===== src/rtl/digit_scan_pkg.sv =====
// Shared types and constants for the four-digit seven-segment scan controller.
// Contents: scan_state_t, display word payload, blanking constants and the
// active-low {g,f,e,d,c,b,a} hex-to-segment table.
// Optional feature macro used by the users of this package: DIGIT_DP_EN.
package digit_scan_pkg;

  localparam int unsigned BYTE_W  = 8;
  localparam int unsigned NIB_W   = 4;
  localparam int unsigned SEG_W   = 7;
  localparam int unsigned AN_W    = 4;
  localparam int unsigned NUM_DIG = 4;
  localparam int unsigned IDX_W   = 2;

  typedef enum logic {
    BLANK = 1'b0,
    SHOW  = 1'b1
  } scan_state_t;

  // Display payload: dig -> digits 3/2, an -> digits 1/0 (low nibble = lower digit).
  typedef struct packed {
    logic [BYTE_W-1:0] dig;
    logic [BYTE_W-1:0] an;
  } disp_word_t;

  localparam logic [SEG_W-1:0] SEG_BLANK = 7'h7F;
  localparam logic [AN_W-1:0]  AN_OFF    = 4'hF;

  // Entry n is the segment pattern for hex digit n (listed F down to 0).
  localparam logic [15:0][SEG_W-1:0] HEX_SEG = {
    7'h0E, 7'h06, 7'h21, 7'h46, 7'h03, 7'h08, 7'h10, 7'h00,
    7'h78, 7'h02, 7'h12, 7'h19, 7'h30, 7'h24, 7'h79, 7'h40
  };

endpackage


===== src/rtl/digit_scan_ctrl_if.sv =====
// CPU write path and display-side signals of digit_scan_ctrl.
//   an_in/dig_in/wr_en  : display bytes and capture strobe (master -> slave)
//   pending             : shadow holds uncommitted data (slave -> master)
//   frame_start         : one-cycle pulse at digit 0 slot start
//   an_sel/seg          : active-low anode select and segment bus
// With DIGIT_DP_EN defined: dp_mask in (per-digit decimal point), dp out (active-low).
interface digit_scan_ctrl_if;
  import digit_scan_pkg::*;

  logic [BYTE_W-1:0] an_in;
  logic [BYTE_W-1:0] dig_in;
  logic              wr_en;
  logic              pending;
  logic              frame_start;
  logic [AN_W-1:0]   an_sel;
  logic [SEG_W-1:0]  seg;
`ifdef DIGIT_DP_EN
  logic [NUM_DIG-1:0] dp_mask;
  logic               dp;

  modport master (output an_in, dig_in, wr_en, dp_mask,
                  input  pending, frame_start, an_sel, seg, dp);
  modport slave  (input  an_in, dig_in, wr_en, dp_mask,
                  output pending, frame_start, an_sel, seg, dp);
`else
  modport master (output an_in, dig_in, wr_en,
                  input  pending, frame_start, an_sel, seg);
  modport slave  (input  an_in, dig_in, wr_en,
                  output pending, frame_start, an_sel, seg);
`endif

endinterface


===== src/rtl/hex7seg_decode.sv =====
// Combinational hex nibble to active-low seven-segment pattern.
//   nibble : 4-bit hex value
//   seg_c  : {g,f,e,d,c,b,a}, active-low
module hex7seg_decode
  import digit_scan_pkg::*;
(
  input  logic [NIB_W-1:0] nibble,
  output logic [SEG_W-1:0] seg_c
);

  assign seg_c = HEX_SEG[nibble];

endmodule


===== src/rtl/digit_scan_ctrl.sv =====
// Four-digit common-anode seven-segment scan controller with shadowed,
// frame-atomic display updates and inter-digit blanking.
//   clk, reset : single clock, synchronous active-high reset
//   bus        : digit_scan_ctrl_if.slave (write path in, display/status out)
// Parameters: SCAN_DIV cycles per digit slot, BLANK_CYC blank cycles per slot.
// Optional: DIGIT_DP_EN adds dp_mask capture and the active-low dp output.
module digit_scan_ctrl
  import digit_scan_pkg::*;
#(
  parameter int unsigned SCAN_DIV  = 50000,
  parameter int unsigned BLANK_CYC = 16
) (
  input  logic             clk,
  input  logic             reset,
  digit_scan_ctrl_if.slave bus
);

  localparam int unsigned      CNT_W       = (SCAN_DIV > 1) ? $clog2(SCAN_DIV) : 1;
  localparam logic [CNT_W-1:0] CNT_LAST    = CNT_W'(SCAN_DIV - 1);
  localparam logic [CNT_W-1:0] BLANK_LAST  = CNT_W'((BLANK_CYC > 0) ? BLANK_CYC - 1 : 0);
  localparam scan_state_t      SLOT_STATE  = (BLANK_CYC == 0) ? SHOW : BLANK;

  scan_state_t                   state_q, state_d;
  logic [CNT_W-1:0]              cnt_q, cnt_d;
  logic [IDX_W-1:0]              idx_q, idx_d;
  disp_word_t                    shadow_q, shadow_d, active_q, active_d, wr_word_c;
  logic                          pending_q, pending_d;
  logic                          frame_start_q, frame_start_d;
  logic [AN_W-1:0]               an_sel_q, an_sel_d;
  logic [SEG_W-1:0]              seg_q, seg_d;
  logic [NUM_DIG-1:0][NIB_W-1:0] nibbles_c;
  logic [SEG_W-1:0]              dec_seg_c;
  logic                          slot_end_c, wrap_c;
`ifdef DIGIT_DP_EN
  logic [NUM_DIG-1:0]            shadow_dp_q, shadow_dp_d, active_dp_q, active_dp_d;
  logic                          dp_q, dp_d;
`endif

  assign wr_word_c  = '{dig: bus.dig_in, an: bus.an_in};
  assign nibbles_c  = active_q;
  assign slot_end_c = (cnt_q == CNT_LAST);
  assign wrap_c     = slot_end_c && (idx_q == IDX_W'(NUM_DIG - 1));

  hex7seg_decode u_dec (
    .nibble (nibbles_c[idx_q]),
    .seg_c  (dec_seg_c)
  );

  // Slot sequencing, shadow/commit handling and next output values.
  // Outputs are derived from the current scan position so an_sel and seg
  // always move together on the same edge.
  always_comb begin
    state_d       = state_q;
    cnt_d         = cnt_q + CNT_W'(1);
    idx_d         = idx_q;
    shadow_d      = shadow_q;
    active_d      = active_q;
    pending_d     = pending_q;
    frame_start_d = (cnt_q == '0) && (idx_q == '0);
    an_sel_d      = AN_OFF;
    seg_d         = SEG_BLANK;
`ifdef DIGIT_DP_EN
    shadow_dp_d   = shadow_dp_q;
    active_dp_d   = active_dp_q;
    dp_d          = 1'b1;
`endif

    if (slot_end_c) begin
      cnt_d   = '0;
      idx_d   = idx_q + IDX_W'(1);
      state_d = SLOT_STATE;
    end else if (state_q == BLANK && cnt_q == BLANK_LAST) begin
      state_d = SHOW;
    end

    if (bus.wr_en) begin
      shadow_d = wr_word_c;
`ifdef DIGIT_DP_EN
      shadow_dp_d = bus.dp_mask;
`endif
    end

    // A write landing on the wrap cycle bypasses the shadow and commits directly.
    if (wrap_c && bus.wr_en) begin
      active_d  = wr_word_c;
      pending_d = 1'b0;
`ifdef DIGIT_DP_EN
      active_dp_d = bus.dp_mask;
`endif
    end else if (wrap_c && pending_q) begin
      active_d  = shadow_q;
      pending_d = 1'b0;
`ifdef DIGIT_DP_EN
      active_dp_d = shadow_dp_q;
`endif
    end else if (bus.wr_en) begin
      pending_d = 1'b1;
    end

    if (state_q == SHOW) begin
      an_sel_d = ~(AN_W'(1) << idx_q);
      seg_d    = dec_seg_c;
`ifdef DIGIT_DP_EN
      dp_d     = ~active_dp_q[idx_q];
`endif
    end
  end

  always_ff @(posedge clk) begin
    if (reset) begin
      state_q       <= SLOT_STATE;
      cnt_q         <= '0;
      idx_q         <= '0;
      shadow_q      <= '0;
      active_q      <= '0;
      pending_q     <= 1'b0;
      frame_start_q <= 1'b0;
      an_sel_q      <= AN_OFF;
      seg_q         <= SEG_BLANK;
`ifdef DIGIT_DP_EN
      shadow_dp_q   <= '0;
      active_dp_q   <= '0;
      dp_q          <= 1'b1;
`endif
    end else begin
      state_q       <= state_d;
      cnt_q         <= cnt_d;
      idx_q         <= idx_d;
      shadow_q      <= shadow_d;
      active_q      <= active_d;
      pending_q     <= pending_d;
      frame_start_q <= frame_start_d;
      an_sel_q      <= an_sel_d;
      seg_q         <= seg_d;
`ifdef DIGIT_DP_EN
      shadow_dp_q   <= shadow_dp_d;
      active_dp_q   <= active_dp_d;
      dp_q          <= dp_d;
`endif
    end
  end

  assign bus.pending     = pending_q;
  assign bus.frame_start = frame_start_q;
  assign bus.an_sel      = an_sel_q;
  assign bus.seg         = seg_q;
`ifdef DIGIT_DP_EN
  assign bus.dp          = dp_q;
`endif

endmodule

===== src/flat_wrapper.sv =====
// flat-port wrapper written by rule: the top's interface ports become plain ports
module digit_scan_ctrl_flat import digit_scan_pkg::*;
#(
  parameter int unsigned SCAN_DIV  = 50000,
  parameter int unsigned BLANK_CYC = 16
)
  (clk, reset, bus_an_in, bus_dig_in, bus_wr_en, bus_pending, bus_frame_start, bus_an_sel, bus_seg);
  digit_scan_ctrl_if bus_i ();
  input  logic clk;
  input  logic reset;
  input wire logic [$bits(bus_i.an_in)-1:0] bus_an_in;
  input wire logic [$bits(bus_i.dig_in)-1:0] bus_dig_in;
  input wire logic [$bits(bus_i.wr_en)-1:0] bus_wr_en;
  output wire logic [$bits(bus_i.pending)-1:0] bus_pending;
  output wire logic [$bits(bus_i.frame_start)-1:0] bus_frame_start;
  output wire logic [$bits(bus_i.an_sel)-1:0] bus_an_sel;
  output wire logic [$bits(bus_i.seg)-1:0] bus_seg;
  assign bus_i.an_in = bus_an_in;
  assign bus_i.dig_in = bus_dig_in;
  assign bus_i.wr_en = bus_wr_en;
  assign bus_pending = bus_i.pending;
  assign bus_frame_start = bus_i.frame_start;
  assign bus_an_sel = bus_i.an_sel;
  assign bus_seg = bus_i.seg;
  digit_scan_ctrl #(.SCAN_DIV(SCAN_DIV), .BLANK_CYC(BLANK_CYC)) u_core (.clk(clk), .reset(reset), .bus(bus_i));
endmodule

===== config.mk =====
export PLATFORM = sky130hd
export DESIGN_NAME = digit_scan_ctrl_flat
export DESIGN_NICKNAME = d
export VERILOG_FILES = /design/src/rtl/digit_scan_pkg.sv /design/src/rtl/digit_scan_ctrl_if.sv /design/src/rtl/hex7seg_decode.sv /design/src/rtl/digit_scan_ctrl.sv /design/src/flat_wrapper.sv
export SDC_FILE = /design/constraint.sdc
export NUM_CORES = 1
export LEC_CHECK = 0
export BUFFER_PORTS_ARGS = -buffer_cell sky130_fd_sc_hd__buf_2
export CAP_MARGIN = 25
export CORE_ASPECT_RATIO = 0.75
export CORE_UTILIZATION = 55
export DETAILED_ROUTE_END_ITERATION = 12
export PLACE_DENSITY = 0.81
export SLEW_MARGIN = 30
export SYNTH_ARGS = -nofsm -noshare
export SYNTH_HDL_FRONTEND = slang
export SYNTH_SLANG_ARGS = --single-unit

===== constraint.sdc =====
create_clock -name clk -period 2.65 [get_ports clk]
set_input_delay 0.3975 -clock clk [delete_from_list [all_inputs] [get_ports clk]]
set_output_delay 0.3975 -clock clk [all_outputs]
set_load 0.02 [all_outputs]

# After elaboration in Yosys (flattened, before gate mapping)
# Memory sizes are Yosys's and may differ from the RTL's. A register that Yosys moved wholly into a read port is not among the register bits.
# Index checks and enable logic that the tools add are counted.
[totals]
reg_bits = 57
mem_bits_ro = 112
output_inout_bits = 13
n_memories = 1
[classes]
n_addsub = 2
n_lt_le_gt_ge = 1
eq_ne = 3
n_shift = 1
muxes = 4
n_bitwise = 2
reduce_logical = 11
[mem_list]
columns = ["memory", "depth", "word_bits", "read_ports", "rd_ports_with_merged_regs", "wr", "line", "text"]
rows = [
  ["(name not given)", 16, 7, 1, 1, 0, "hex7seg_decode.sv:11", "assign seg_c = HEX_SEG[nibble];"],
]
[ops]
columns = ["op", "n"]
rows = [
  ["16-bit two-way mux", 2],
  ["16-bit by 1-bit adder with 16-bit output (second input constant)", 1],
  ["16-bit == test (second input constant)", 1],
  ["16-bit by 4-bit == test with 1-bit output (second input constant)", 1],
  ["16-bit logical NOT", 1],
  ["4-bit binary-select mux with 2-bit select", 1],
  ["1-bit logical AND", 5],
  ["4-bit two-way mux", 1],
  ["4-bit inverter", 1],
  ["2-bit OR reduction", 2],
  ["1-bit by 2-bit << shifter with 4-bit output (first input constant)", 1],
  ["2-bit by 3-bit less-than comparator with 1-bit output (second input constant)", 1],
  ["3-bit OR reduction", 1],
  ["2-bit by 1-bit adder with 2-bit output (second input constant)", 1],
  ["2-bit == test (second input constant)", 1],
  ["2-bit logical NOT", 1],
  ["2-bit nonzero test", 1],
  ["1-bit inverter", 1],
]

# Longest topological paths before layout
[depth]
word_depth = 5
mapped_depth = 7
ltp_nobuf = 6

# Cells and area by module
# From an unflattened synthesis, not the netlist that was laid out.
[hier_totals]
hier_cells = 287
area_unflattened_um2 = 2886.5
[modules_own_cells]
columns = ["module", "n_inst", "cells_each", "area_per_inst_um2", "seq_area_each_um2"]
rows = [
  ["digit_scan_ctrl", 1, 255, 2611.3, 1281.2],
  ["hex7seg_decode", 1, 32, 275.3, 0.0],
]

# Worst setup path before layout
# OpenSTA, ideal clock, no wires.
[synth_timing]
path_kind = "register -> register"
from = "register u_core.idx_q[0]"
to = "register u_core.seg_q[0], in the netlist u_core.bus.seg[0]"
setup_time_ns = 0.126
t_arrival_ns = 2.039
required_time_ns = 2.524
path_slack_ns = 0.485
stages_incl_launch_ff = 7
period_less_slack_ns = 2.165
path_cell_list = "dfxtp_1 -> clkbuf_1 -> mux4_2 -> ha_1 -> or3b_2 -> o221ai_1 -> nand2_1"
[synth_between]
elab_chain_cells = 2
[synth_rtl]
columns = ["item", "line", "text"]
rows = [
  ["from (decl)", "digit_scan_ctrl.sv:25", "logic [IDX_W-1:0] idx_q, idx_d;"],
  ["from (signal assigned)", "digit_scan_ctrl.sv:128", "idx_q <= idx_d;"],
  ["4-bit binary-select mux with 2-bit select", "digit_scan_ctrl.sv:45", ".nibble (nibbles_c[idx_q]),"],
  ["4-bit two-way mux (not written as such)", "digit_scan_ctrl.sv:45", ""],
  ["to (decl)", "digit_scan_ctrl.sv:30", "logic [SEG_W-1:0] seg_q, seg_d;"],
]
# No other way between the ends. The select of a mux whose other input is x is not followed.
# A chain may end at the register's enable or synchronous reset.

# Final worst setup path
# Same ends and word-level chain as after synthesis.

==> impl_metrics.xml <==
<?xml version="1.0" encoding="UTF-8"?>
<metrics>
  <group name="logic_synthesis">
    <metric name="synth_warnings" unit="">0</metric>
    <metric name="synth_seq_cells" unit="">64</metric>
    <metric name="synth.distinct_cells" unit="">35</metric>
    <metric name="netlist.area_leader.share" unit="">0.453</metric>
    <metric name="post_synth_main_area_contributors" unit="">dfxtp_1 45%, mux2_2 6.8%, mux2i_1 6.0%, nor2_1 5.4%, ha_1 5.3%</metric>
    <metric name="postSynth.asyncResetShare" unit="">0</metric>
    <metric name="post_synth.cell_area_avg" unit="um^2">10.0</metric>
    <metric name="net_count_after_synthesis" unit="">313</metric>
    <metric name="synthDominantAreaCellType" unit="">dfxtp_1</metric>
    <metric name="synthesis.area" unit="um^2">2830</metric>
    <metric name="yosys.cell_count.top_type" unit="">dfxtp_1</metric>
    <metric name="yosysSeqAreaShare" unit="">0.453</metric>
    <metric name="synthTopCellsByCount" unit="">64 x dfxtp_1, 41 x nor2_1, 18 x nor2b_1</metric>
    <metric name="postSynthCellCount" unit="">282</metric>
    <metric name="dominantRegCellSynth" unit="">dfxtp_1</metric>
    <metric name="number_of_enable_flip_flop_cells_after_synthesis" unit="">0</metric>
  </group>
  <group name="pwr">
    <metric name="swShare" unit="">0.220</metric>
    <metric name="p_int" unit="mW">1.35</metric>
    <metric name="power_switching" unit="mW">0.382</metric>
    <metric name="peakVddDrop" unit="mV">0.380</metric>
    <metric name="power_per_cell_area" unit="nW/um^2">551</metric>
    <metric name="power.total" unit="mW">1.73</metric>
    <metric name="cellLeakagePower" unit="nW">1.23</metric>
    <metric name="power_frac_clock" unit="">0.382</metric>
    <metric name="register_share_of_total_power" unit="">0.573</metric>
    <metric name="gate_power_share" unit="">0.045</metric>
  </group>
  <group name="clocking">
    <metric name="cts_sinks" unit="">64</metric>
    <metric name="cts_hold_buf" unit="">0</metric>
    <metric name="cts_made_buffers" unit="">9</metric>
    <metric name="path_clk_slew" unit="ns">0.06</metric>
    <metric name="clk_path_buf_depth" unit="">2</metric>
    <metric name="cts-htree-levels" unit="">3</metric>
    <metric name="cts_resized" unit="">0</metric>
    <metric name="clock-root-buffer" unit="">clkbuf_8</metric>
    <metric name="buffers_inserted_by_post_cts_timing_repair" unit="">0</metric>
    <metric name="tritoncts" unit="">yes</metric>
    <metric name="worstSkewPairLatency" unit="ns">0.34</metric>
  </group>
  <group name="detailed_routing">
    <metric name="post_detailed_routing_wire_length" unit="um">5060</metric>
    <metric name="vias" unit="">1958</metric>
    <metric name="postRouteAntennaNets" unit="">0</metric>
    <metric name="viasPerCell" unit="">5.22</metric>
    <metric name="avg_wl_per_cell" unit="um">13.5</metric>
    <metric name="drtIter0Drc" unit="">94</metric>
    <metric name="drt_drc_violations_left" unit="">5</metric>
    <metric name="first_pass_detailed_route_iteration_total" unit="">9</metric>
  </group>
  <group name="timing">
    <metric name="worst_clock_skew" unit="ns">0.00622</metric>
    <metric name="max_slew.worst_pin.slew" unit="ns">0.679</metric>
    <metric name="setup_slack" unit="ns">0.431</metric>
    <metric name="worst_slew_margin_rel" unit="">0.547</metric>
    <metric name="final.setup.tns" unit="ns">0</metric>
    <metric name="period_share" unit="">0.837</metric>
    <metric name="timing.final.hold_violations" unit="">0</metric>
    <metric name="setup_viol" unit="">0</metric>
    <metric name="grt_setup_unrepaired" unit="">no</metric>
    <metric name="fin_crit" unit="ns">2.22</metric>
    <metric name="max_clock_freq" unit="MHz">451</metric>
    <metric name="hold_ws" unit="ns">0.347</metric>
    <metric name="finalMaxSlewViolations" unit="">0</metric>
  </group>
  <group name="floorplanning">
    <metric name="die-area" unit="um^2">5430</metric>
    <metric name="starting_density_of_the_core" unit="">0.574</metric>
    <metric name="die_width" unit="um">84.8</metric>
    <metric name="io-pin-count" unit="">32</metric>
    <metric name="die-height" unit="um">64.1</metric>
    <metric name="row_count" unit="">22</metric>
    <metric name="core" unit="um^2">4930</metric>
  </group>
  <group name="grt">
    <metric name="grt-ovfl-total" unit="">0</metric>
    <metric name="grt_first_pass_wirelength" unit="um">8800</metric>
    <metric name="antenna_found_initial" unit="">0</metric>
    <metric name="grt_usage" unit="">0.216</metric>
    <metric name="grt_start_max_net_pins" unit="">41</metric>
    <metric name="first_global_vias" unit="">1836</metric>
  </group>
  <group name="final_layout">
    <metric name="layout.core_utilization" unit="">0.639</metric>
    <metric name="antenna_cells_inserted" unit="">0</metric>
    <metric name="share_of_post_route_cells_with_drive_strength_above_1" unit="">0.222</metric>
    <metric name="layoutNonFillerInstCount" unit="">375</metric>
    <metric name="area.growth.synth_to_final" unit="%">11.3</metric>
    <metric name="nets" unit="">342</metric>
    <metric name="finish.instance_area" unit="um^2">3150</metric>
  </group>
  <group name="critical_path">
    <metric name="worstPathCellList" unit="">mux4_2 -&gt; ha_1 -&gt; or3b_2 -&gt; o221ai_1 -&gt; nand2_1</metric>
    <metric name="crit_path_end_kind" unit="">flip-flop</metric>
    <metric name="cpLargestDelayFamily" unit="">multiplexers</metric>
    <metric name="crit_arrival" unit="ns">2.42</metric>
    <metric name="cp.buffers_inverters" unit="">0</metric>
    <metric name="timing.critical_path.fanout_max" unit="">8</metric>
    <metric name="slowest_cell_on_the_critical_path" unit="">mux4_2</metric>
    <metric name="timing.setup.critical_path_class" unit="">flip-flop to flip-flop</metric>
    <metric name="startpoint_types" unit="">flip-flop</metric>
    <metric name="worst-endpoint-required" unit="ns">2.85</metric>
    <metric name="critPathMaxStageDelay" unit="ns">0.63</metric>
  </group>
  <group name="placement">
    <metric name="routabilityCongestion" unit="">0.796</metric>
    <metric name="placement.io_buffers" unit="">31</metric>
    <metric name="dp_cells" unit="">360</metric>
    <metric name="preCtsSetupSlack" unit="ns">0.429</metric>
    <metric name="place_hpwl" unit="um">3520</metric>
    <metric name="postPlaceCellArea" unit="um^2">3000</metric>
  </group>
  <group name="run_status">
    <metric name="violations" unit="">design-rule violations</metric>
    <metric name="outcome" unit="">finished with violations</metric>
  </group>
  <group name="hold_path">
    <metric name="min_delay_worst_type" unit="">input pin to flip-flop</metric>
  </group>
  <group name="job">
    <metric name="cap_viol_max_count" unit="">0</metric>
  </group>
</metrics>
## tightest hold or removal path, delay by kind of cell
family        cells  cell delay (ns)
buf+inv           1             0.08
mux               1             0.05
simple gates      1             0.11
## flip-flops by register name, summed over array words and instances (netlist names)
register                cells
u_core.bus.an_sel           4
u_core.bus.pending          1
u_core.bus.seg              7
u_core.bus.frame_start      1
u_core.idx_q                2
u_core.active_q            16
u_core.shadow_q            16
u_core.state_q              1
u_core.cnt_q               16
## final cells by class
| type | instances | area (um^2) |
|---|---|---|
| multi-input cells | 191 | 1430 |
| inverters | 12 | 45.0 |
| fillers | 402 | 1780 |
| clock inverters | 1 | 5.00 |
| repair buffers | 33 | 170 |
| well taps | 60 | 75.1 |
| clock buffers | 14 | 143 |
| flip-flops and latches | 64 | 1280 |
## power groups by stage
stage                     logic (mW)  registers (mW)  clock network [mW]
after floorplan               0.0514            1.02                   0
after global placement        0.0765            1.01                   0
after detailed placement      0.0794            1.01                   0
after CTS                     0.0796           0.993               0.686
after global routing          0.0885           0.995               0.735
final                         0.0781           0.994               0.662
## worst paths after layout
kind	from	end	slack, ns	depth (start not counted)
setup / recovery	u_core.idx_q[0]	u_core.bus.seg[0]	0.43	5
setup reg to reg	u_core.idx_q[0]	u_core.bus.seg[0]	0.43	5
hold reg to reg	u_core.cnt_q[0]	u_core.cnt_q[0]	0.48	1
hold / removal	bus_dig_in[5]	u_core.shadow_q[13]	0.35	3
## logic make-up (layout without fill, tap and decap cells)
| group | count (synthesis) | in the layout | share of synthesized area |
|---|---|---|---|
| adders and majority gates | 12 | 12 | 0.0531 |
| AOI/OAI and AO/OA | 21 | 21 | 0.0483 |
| DFF | 64 | 64 | 0.453 |
| muxes | 38 | 38 | 0.160 |
| and+or+nand+nor | 105 | 105 | 0.197 |
| buffers and inverters | 27 | 60 | 0.0416 |
| xor gates and xnor gates | 15 | 15 | 0.0465 |
## cells in the final DEF (no fill, tap or decap), types with 6 or more instances in the layout
cell,Yosys,layout
a21oi_1,7,7
buf_2,1,31
clkbuf_8,0,9
dfxtp_1,64,64
ha_1,12,12
inv_1,12,12
mux2_2,17,17
mux2i_1,17,17
nand2_1,9,9
nand3_1,8,8
nor2_1,41,41
nor2b_1,18,18
o21ai_0,6,6
xnor2_1,12,12
## metal layers
layer | up-vias | part of all wire | track usage
met2 | 39 | 0.42 | 0.312
met1 | 895 | 0.52 | 0.280
met5 | - | 0 | 0
met4 | 0 | 0.013 | 0.114
met3 | 5 | 0.040 | 0.0814
li1 | 1019 | - | -
Note: power is estimated with default switching activity, not from simulation.
